==> config.mk <==
export PLATFORM = sky130hd
export DESIGN_NAME = gene_sweep_driver
export DESIGN_NICKNAME = d
export VERILOG_FILES = /design/src/rtl/gene_sweep_driver.sv
export SDC_FILE = /design/constraint.sdc
export NUM_CORES = 1
export LEC_CHECK = 0
export BUFFER_PORTS_ARGS = -buffer_cell sky130_fd_sc_hd__buf_2
export CAP_MARGIN = 10
export CELL_PAD_IN_SITES_DETAIL_PLACEMENT = 1
export CELL_PAD_IN_SITES_GLOBAL_PLACEMENT = 2
export CORE_MARGIN = 2
export CORE_UTILIZATION = 35
export CTS_CLUSTER_DIAMETER = 120
export DETAILED_ROUTE_END_ITERATION = 7
export GPL_ROUTABILITY_DRIVEN = 0
export PLACE_DENSITY = 0.85
export SYNTH_ARGS = -nofsm -noshare
export SYNTH_HDL_FRONTEND = slang
export SYNTH_SLANG_ARGS = --single-unit
==> constraint.sdc <==
create_clock -name clk -period 8.2 [get_ports clk]
set_input_delay 1.64 -clock clk [delete_from_list [all_inputs] [get_ports clk]]
set_output_delay 1.64 -clock clk [all_outputs]
set_load 0.1 [all_outputs]
==> src/rtl/gene_sweep_driver.sv <==
// Sweeps every initial gene state, iterates the threshold Boolean network from each one,
// and emits one classified result (fixed point / cycle / timeout) per trajectory.
//
//   state  | meaning
//   -------+------------------------------------------------------------
//   IDLE   | waiting for start; outputs quiet
//   LOAD   | x <= init_out, step count cleared; detector sees init change
//   RUN    | one network update per cycle until fixed / cycle / budget
//   NEXT   | advance init_out, or finish after the all-ones state
//   DONE   | sweep complete; done held until the next start
module gene_sweep_driver #(
    parameter int N_GENES   = 8,
    parameter int MAX_STEPS = 64
) (
    input  logic                         clk,
    input  logic                         rst,
    input  logic                         start,
    input  logic [N_GENES*N_GENES-1:0]   act_mask,
    input  logic [N_GENES*N_GENES-1:0]   inh_mask,
    input  logic                         cycle_in,
    output logic [N_GENES-1:0]           init_out,
    output logic [N_GENES-1:0]           x,
    output logic                         x_valid,
    output logic                         busy,
    output logic                         done,
    output logic                         res_valid,
    output logic [N_GENES-1:0]           res_init,
    output logic [1:0]                   res_kind,
    output logic [N_GENES-1:0]           res_state,
    output logic [7:0]                   res_steps
);

    localparam int CW = $clog2(N_GENES + 1);

    localparam logic [2:0] S_IDLE = 3'd0;
    localparam logic [2:0] S_LOAD = 3'd1;
    localparam logic [2:0] S_RUN  = 3'd2;
    localparam logic [2:0] S_NEXT = 3'd3;
    localparam logic [2:0] S_DONE = 3'd4;

    localparam logic [1:0] KIND_FIXED   = 2'b01;
    localparam logic [1:0] KIND_CYCLE   = 2'b10;
    localparam logic [1:0] KIND_TIMEOUT = 2'b11;

    localparam logic [7:0]         STEP_LIMIT = 8'(MAX_STEPS);
    localparam logic [N_GENES-1:0] LAST_INIT  = '1;

    logic [2:0]         state_q, state_d;
    logic [N_GENES-1:0] init_q, init_d;
    logic [N_GENES-1:0] x_q, x_d;
    logic [7:0]         step_q, step_d;
    logic               x_valid_q, x_valid_d;
    logic               res_valid_q, res_valid_d;
    logic [N_GENES-1:0] res_init_q, res_init_d;
    logic [1:0]         res_kind_q, res_kind_d;
    logic [N_GENES-1:0] res_state_q, res_state_d;
    logic [7:0]         res_steps_q, res_steps_d;

    logic [N_GENES-1:0] nx;
    logic               term;
    logic [1:0]         term_kind;

    function automatic logic [CW-1:0] popcnt(input logic [N_GENES-1:0] v);
        logic [CW-1:0] c;
        c = '0;
        for (int i = 0; i < N_GENES; i++) begin
            c = c + CW'(v[i]);
        end
        return c;
    endfunction

    // Majority of active activators vs inhibitors; a tie keeps the gene's own value.
    for (genvar g = 0; g < N_GENES; g++) begin : g_gene
        logic [CW-1:0] a_cnt;
        logic [CW-1:0] h_cnt;
        assign a_cnt = popcnt(x_q & act_mask[g*N_GENES +: N_GENES]);
        assign h_cnt = popcnt(x_q & inh_mask[g*N_GENES +: N_GENES]);
        assign nx[g] = (a_cnt > h_cnt) ? 1'b1 :
                       (a_cnt < h_cnt) ? 1'b0 : x_q[g];
    end

    // Termination priority: fixed point beats cycle flag, cycle flag beats the budget.
    always_comb begin
        term      = 1'b0;
        term_kind = 2'b00;
        if (nx == x_q) begin
            term      = 1'b1;
            term_kind = KIND_FIXED;
        end else if (cycle_in) begin
            term      = 1'b1;
            term_kind = KIND_CYCLE;
        end else if (step_q == STEP_LIMIT) begin
            term      = 1'b1;
            term_kind = KIND_TIMEOUT;
        end
    end

    always_comb begin
        state_d     = state_q;
        init_d      = init_q;
        x_d         = x_q;
        step_d      = step_q;
        x_valid_d   = 1'b0;
        res_valid_d = 1'b0;
        res_init_d  = res_init_q;
        res_kind_d  = res_kind_q;
        res_state_d = res_state_q;
        res_steps_d = res_steps_q;

        case (state_q)
            S_IDLE, S_DONE: begin
                if (start) begin
                    init_d  = '0;
                    state_d = S_LOAD;
                end
            end
            S_LOAD: begin
                x_d     = init_q;
                step_d  = 8'd0;
                state_d = S_RUN;
            end
            S_RUN: begin
                if (term) begin
                    res_valid_d = 1'b1;
                    res_init_d  = init_q;
                    res_kind_d  = term_kind;
                    res_state_d = x_q;
                    res_steps_d = step_q;
                    state_d     = S_NEXT;
                end else begin
                    x_d       = nx;
                    step_d    = step_q + 8'd1;
                    x_valid_d = 1'b1;
                end
            end
            S_NEXT: begin
                if (init_q == LAST_INIT) begin
                    state_d = S_DONE;
                end else begin
                    init_d  = init_q + N_GENES'(1);
                    state_d = S_LOAD;
                end
            end
            default: state_d = S_IDLE;
        endcase
    end

    always_ff @(posedge clk or posedge rst) begin
        if (rst) begin
            state_q     <= S_IDLE;
            init_q      <= '0;
            x_q         <= '0;
            step_q      <= 8'd0;
            x_valid_q   <= 1'b0;
            res_valid_q <= 1'b0;
            res_init_q  <= '0;
            res_kind_q  <= 2'b00;
            res_state_q <= '0;
            res_steps_q <= 8'd0;
        end else begin
            state_q     <= state_d;
            init_q      <= init_d;
            x_q         <= x_d;
            step_q      <= step_d;
            x_valid_q   <= x_valid_d;
            res_valid_q <= res_valid_d;
            res_init_q  <= res_init_d;
            res_kind_q  <= res_kind_d;
            res_state_q <= res_state_d;
            res_steps_q <= res_steps_d;
        end
    end

    assign init_out  = init_q;
    assign x         = x_q;
    assign x_valid   = x_valid_q;
    assign busy      = (state_q == S_LOAD) || (state_q == S_RUN) || (state_q == S_NEXT);
    assign done      = (state_q == S_DONE);
    assign res_valid = res_valid_q;
    assign res_init  = res_init_q;
    assign res_kind  = res_kind_q;
    assign res_state = res_state_q;
    assign res_steps = res_steps_q;

endmodule

### Word level (Yosys, flattened, before mapping)

Index checks and enable logic that the tools add are counted.

* logic and storage cells: 214
* input port bits: 132
* output and inout bits: 46
* flip-flop bits (word level): 55
* RAM bits: 0
* memories kept: 0
* memory bits (read-only): 0
* bits in latches: 0

* add/sub/neg operators: 114
* div/mod/pow operators: 0
* multiply operators: 0
* shifts and indexed selects: 0
* multiplexer cells: 37
* reductions and logical operators: 10
* order comparisons: 16
* equal/unequal tests: 11
* bitwise logic cells: 16

Operators with widths (count)
* adder 4 x 1 -> 4 bit: 64
* bitwise AND 8 bit: 16
* adder 3 x 1 -> 4 bit: 16
* adder 2 x 1 -> 3 bit: 16
* one-hot mux 8 bit (2 select lines): 3
* adder 1 x 1 -> 2 bit: 16
* greater-than comparator 4 bit: 8
* < comparator 4 bit: 8
* 2-to-1 mux 8 bit: 4
* 2-to-1 mux 1 bit: 23
* adder 8 x 1 -> 8 bit (second input constant): 2
* one-hot mux 3 bit (4 select lines): 1
* 2-to-1 mux 3 bit: 3
* == test 8 x 7 -> 1 bit (second input constant): 1
* == test 8 bit: 1
* == test 8 bit (second input constant): 1
* inequality test 2 bit (second input constant): 4
* == test 3 x 2 -> 1 bit (second input constant): 2
* 2-to-1 mux 2 bit: 3
* AND reduction 2 bit: 3
* nonzero test 2 bit: 2
* == test 3 x 1 -> 1 bit (second input constant): 1
* == test 3 bit (second input constant): 1
* zero test 3 bit: 1
* 3 further kinds: 4

### Logic depth before layout (Yosys ltp)

* word-level depth: 15
* depth in mapped cells: 20
* gate-level depth less buffers: 17

### Worst setup path after synthesis

Ideal clock, no wire load.

* path type: input-to-reg
* start: in inh_mask[24]
* end: reg res_init_q[7] (netlist: res_init[7])
* setup slack: 2041 ps
* data arrival time: 6033 ps
* required time: 8073 ps
* setup time: 127 ps
* stages on the path: 18
* path through: and2_1 -> fa_1 -> inv_1 -> fa_1 -> fa_1 -> inv_1 -> ha_1 -> inv_1 -> fa_1 -> ha_1 -> nor2b_1 -> o211ai_2 -> a211o_1 -> nand4_2 -> nor4_4 -> o21ai_4 -> buf_6 -> mux2_4

* cells in the longest elaborated chain, start to end: 14
* elaborated cells between the ends (all ways): 15
* classes of those cells: add/sub: 7; order compare: 2; eq/ne: 1; mux: 3; bitwise: 1; reduce/logical: 1

RTL lines
* from (decl): line 19 `input logic [N_GENES*N_GENES-1:0] inh_mask,`
* bitwise AND 8 bit *: line 77 `assign h_cnt = popcnt(x_q & inh_mask[g*N_GENES +: N_GENES]);`
* adder 1 x 1 -> 2 bit *: line 67 `c = c + CW'(v[i]);`
* adder 2 x 1 -> 3 bit *: line 67
* adder 3 x 1 -> 4 bit *: line 67
* adder 4 x 1 -> 4 bit * (4 in a row): line 67
* < comparator 4 bit: line 79 `(a_cnt < h_cnt) ? 1'b0 : x_q[g];`
* 2-to-1 mux 1 bit: line 79
* 2-to-1 mux 1 bit *: line 78 `assign nx[g] = (a_cnt > h_cnt) ? 1'b1 :`
* == test 8 bit *: line 86 `if (nx == x_q) begin`
* 2-to-1 mux 1 bit *: line 86
* AND reduction 2 bit (no source line) *
* to (signal assigned): line 167 `res_init_q <= res_init_d;`
* to (decl): line 54 `logic [N_GENES-1:0] res_init_q, res_init_d;`

Mark *: on every way between the ends. The rest lies on a longest branch, timed or not.
A chain may end at the register's enable or synchronous reset.

### Final worst setup path

* start: in act_mask[16]
* end: reg res_state_q[5] (netlist: res_state[5])

* cells in the longest elaborated chain, start to end: 14
* elaborated cells between the ends (all ways): 15
* classes of those cells: add/sub: 7; order compare: 2; eq/ne: 1; mux: 3; bitwise: 1; reduce/logical: 1

RTL lines
* from (decl): line 18 `input logic [N_GENES*N_GENES-1:0] act_mask,`
* bitwise AND 8 bit *: line 76 `assign a_cnt = popcnt(x_q & act_mask[g*N_GENES +: N_GENES]);`
* adder 1 x 1 -> 2 bit *: line 67
* adder 2 x 1 -> 3 bit *: line 67
* adder 3 x 1 -> 4 bit *: line 67
* adder 4 x 1 -> 4 bit * (4 in a row): line 67
* < comparator 4 bit: line 79
* 2-to-1 mux 1 bit: line 79
* 2-to-1 mux 1 bit *: line 78
* == test 8 bit *: line 86
* 2-to-1 mux 1 bit *: line 86
* AND reduction 2 bit (no source line) *
* to (signal assigned): line 169 `res_state_q <= res_state_d;`
* to (decl): line 56 `logic [N_GENES-1:0] res_state_q, res_state_d;`

Marks and branches as above.

==> impl_metrics.env <==
export IMPL_dr_wl_met2_um=9420
export IMPL_vias=5459
export IMPL_wirelength_um=18400
export IMPL_track_usage_pct=19.0
export IMPL_grt_pass1_wl_um=30400
export IMPL_firstDrtPassIters=4
export IMPL_report_final_slew_viol_count=0
export IMPL_ys_warn_count=0
export IMPL_hpwl_um=14700
export IMPL_cp_cell_sequence="buf_2 -> and2_1 -> fa_1 -> inv_1 -> fa_1 -> fa_1 -> inv_1 -> ha_1 -> fa_1 -> xor2_1 -> ha_1 -> and4_1 -> a211o_1 -> nand4_1 -> nor4_4 -> o21ai_4 -> mux2_2"
export IMPL_fin_setup_tns_ns=0
export IMPL_crit_path_start_kind="primary input"
export IMPL_min_to="res_steps[3]"
export IMPL_ios=178
export IMPL_postSynthRegisterBits=55
export IMPL_synth_ff_type="dfrtp_1"
export IMPL_cp_required_ns=8.38
export IMPL_crit_arrival_ns=6.76
export IMPL_skew_ns=0.00515
export IMPL_ctsResizeCount=0
export IMPL_min_path_type="reg2reg"
export IMPL_cts_made_buffers=5
export IMPL_cp_common_cell="fa_1"
export IMPL_fp_dieArea_um2=20100
export IMPL_die_w_um=142
export IMPL_synth_top_area_cell="dfrtp_1"
export IMPL_rrSetupSlack_ns=2.20
export IMPL_cts_tree="built"
export IMPL_ant_nets=0
export IMPL_wl_met1_um=8020
export IMPL_synthTopCellsByArea="dfrtp_1 21%, fa_1 19%, ha_1 16%"
export IMPL_cpMaxStageDelayCell="o21ai_4"
export IMPL_period_share_pct=80.3
export IMPL_finalCriticalPeriod_ns=6.59
export IMPL_setup_violations=0
export IMPL_synth_edf_count=0
export IMPL_drtIter0Drc=121
export IMPL_initial_core_util_pct=35.6
export IMPL_crit_type="in2reg"
export IMPL_hold_path_startpoint="res_steps[3]"
export IMPL_cts_sinks=55
export IMPL_rsz0062_at_grt="no"
export IMPL_route_met3_wl_um=763
export IMPL_place_port_buffers=177
export IMPL_antenna_found_initial=2
export IMPL_drc_errors=0
export IMPL_grt_max_degree=56
export IMPL_syn_num_nets=978
export IMPL_cts_setup_buffers=0
export IMPL_cp_end_kind="flop"
export IMPL_wl_per_cell_um=16.8
export IMPL_clk_latency_ns=0.29
export IMPL_synth_area_um2=6640
export IMPL_synthTopCellsByCount="95 x inv_1, 88 x nand2_1, 83 x ha_1"
export IMPL_slew_headroom_pct=25.9
export IMPL_cp_slowest_stage_delay_ns=0.85
export IMPL_viasPerCell=4.99
export IMPL_placementRows=50
export IMPL_dr_max_layer_used="met4"
export IMPL_nets=1137
export IMPL_cp_max_fo=25
export IMPL_syn_avg_cell_area_um2=9.50
export IMPL_status="finished clean"
export IMPL_drive_gt1_share_pct=26.8
export IMPL_gr_total_overflow=0
export IMPL_tightest_slew_ns=1.11
export IMPL_synthDistinctLibCells=47
export IMPL_areaGrowthSynthToFinish_pct=18.8
export IMPL_cts_root_buf="clkbuf_16"
export IMPL_clk_pin_slew_worst_paths_ns=0.07
export IMPL_hold_buffers=0
export IMPL_timing_fmax_mhz=152
export IMPL_maxCapViolations=0
export IMPL_synth_most_common_cell="inv_1"
export IMPL_synth_top_area_share_pct=20.7
export IMPL_async_flop_share_pct=100
export IMPL_die_h_um=142
export IMPL_r2r_cells=16
export IMPL_netlist_instances=699
export IMPL_cts_htree_levels=2
export IMPL_hold_depth=1
export IMPL_grt_pass1_vias=6169
export IMPL_finalHoldViolCount=0
export IMPL_clock_path_buffers=2
export IMPL_coreArea_um2=18600
export IMPL_r2r_start="x[0]"
export IMPL_rr_endpoint="res_state[5]"
export IMPL_yosysSeqAreaShare_pct=20.7
[worst max-delay path by stage]
stage              endpoint          from  slack (ns)
3_5_place_dp   res_state[5]  act_mask[16]        1.29
4_1_cts        res_state[5]  act_mask[16]        1.58
3_3_place_gp   res_state[5]  act_mask[16]        1.42
2_1_floorplan   res_init[7]  inh_mask[24]        2.04
5_1_grt        res_state[4]  act_mask[16]        1.37
6_report       res_state[5]  act_mask[16]        1.61
[kinds of logic (layout without fill, tap and decap cells)]
kind of cell	after synthesis	count (layout)	share of synthesized area (%)
AND/OR/NAND/NOR	249	249	19.8
adder cells (fa/ha/maj)	147	147	34.9
buffers and inverters	123	283	7.24
flip-flops	55	55	20.7
other	0	2	0
AO/OA/AOI/OAI	75	75	8.60
XOR/XNOR	20	20	2.64
multiplexers	30	30	6.09
[metal layers]
metal | GRT usage [%] | vias up
met5 | 0 | -
met4 | 3.42 | 0
met3 | 2.70 | 12
met2 | 35.8 | 116
met1 | 23.3 | 2700
li1 | - | 2631
[critical path: cells and delay by family]
| kind | cells | cell delay [ns] |
|---|---|---|
| adder cells (fa/ha/maj) | 6 | 2.52 |
| AO/OA/AOI/OAI | 2 | 1.13 |
| AND/OR/NAND/NOR | 4 | 0.66 |
| multiplexers | 1 | 0.43 |
| buffers and inverters | 3 | 0.20 |
| XOR/XNOR | 1 | 0.17 |
[registers in the layout (all words and copies together), names as in the netlist]
name	cells
x_valid	1
state_q	3
x	8
res_init	8
res_kind	2
init_out	8
res_valid	1
res_steps	8
res_state	8
step_q	8
[stage by stage]
step | utilization [%] | worst slack (ns) | cells | instance area [µm²] | hold slack, ns
6_report | 42.3 | 1.61 | 1095 | 7890 | 0.507
5_1_grt | 42.3 | 1.37 | 1094 | 7890 | 0.527
4_1_cts | 42.3 | 1.58 | 1093 | 7880 | 0.513
3_5_place_dp | 41.4 | 1.29 | 1085 | 7720 | 0.496
3_3_place_gp | 41.4 | 1.42 | 1085 | 7720 | 0.485
2_1_floorplan | - | 2.04 | 699 | 6640 | 0.506
[layout make-up]
cell class | count | area (µm²)
diodes | 2 | 5.00
clock buffers | 7 | 153
clock inverters | 1 | 7.51
fillers | 2230 | 10800
inverters | 95 | 357
multi-input cells | 521 | 4790
flip-flops and latches | 55 | 1380
well taps | 234 | 293
repair buffers | 180 | 908
[cells in the final DEF (no fill, tap or decap), drive strengths merged, types with 9 or more instances in the layout]
cell	count
nand3	15
a21oi	22
inv	95
xor2	20
dfrtp	55
nor4	12
ha	83
mux2	26
and2	65
nand2	88
nor2b	18
o211ai	9
nor2	21
buf	180
fa	64
Power is left out: the tool's default activity adds up to more than one toggle a clock period on the data nets, which glitch-free logic cannot reach.
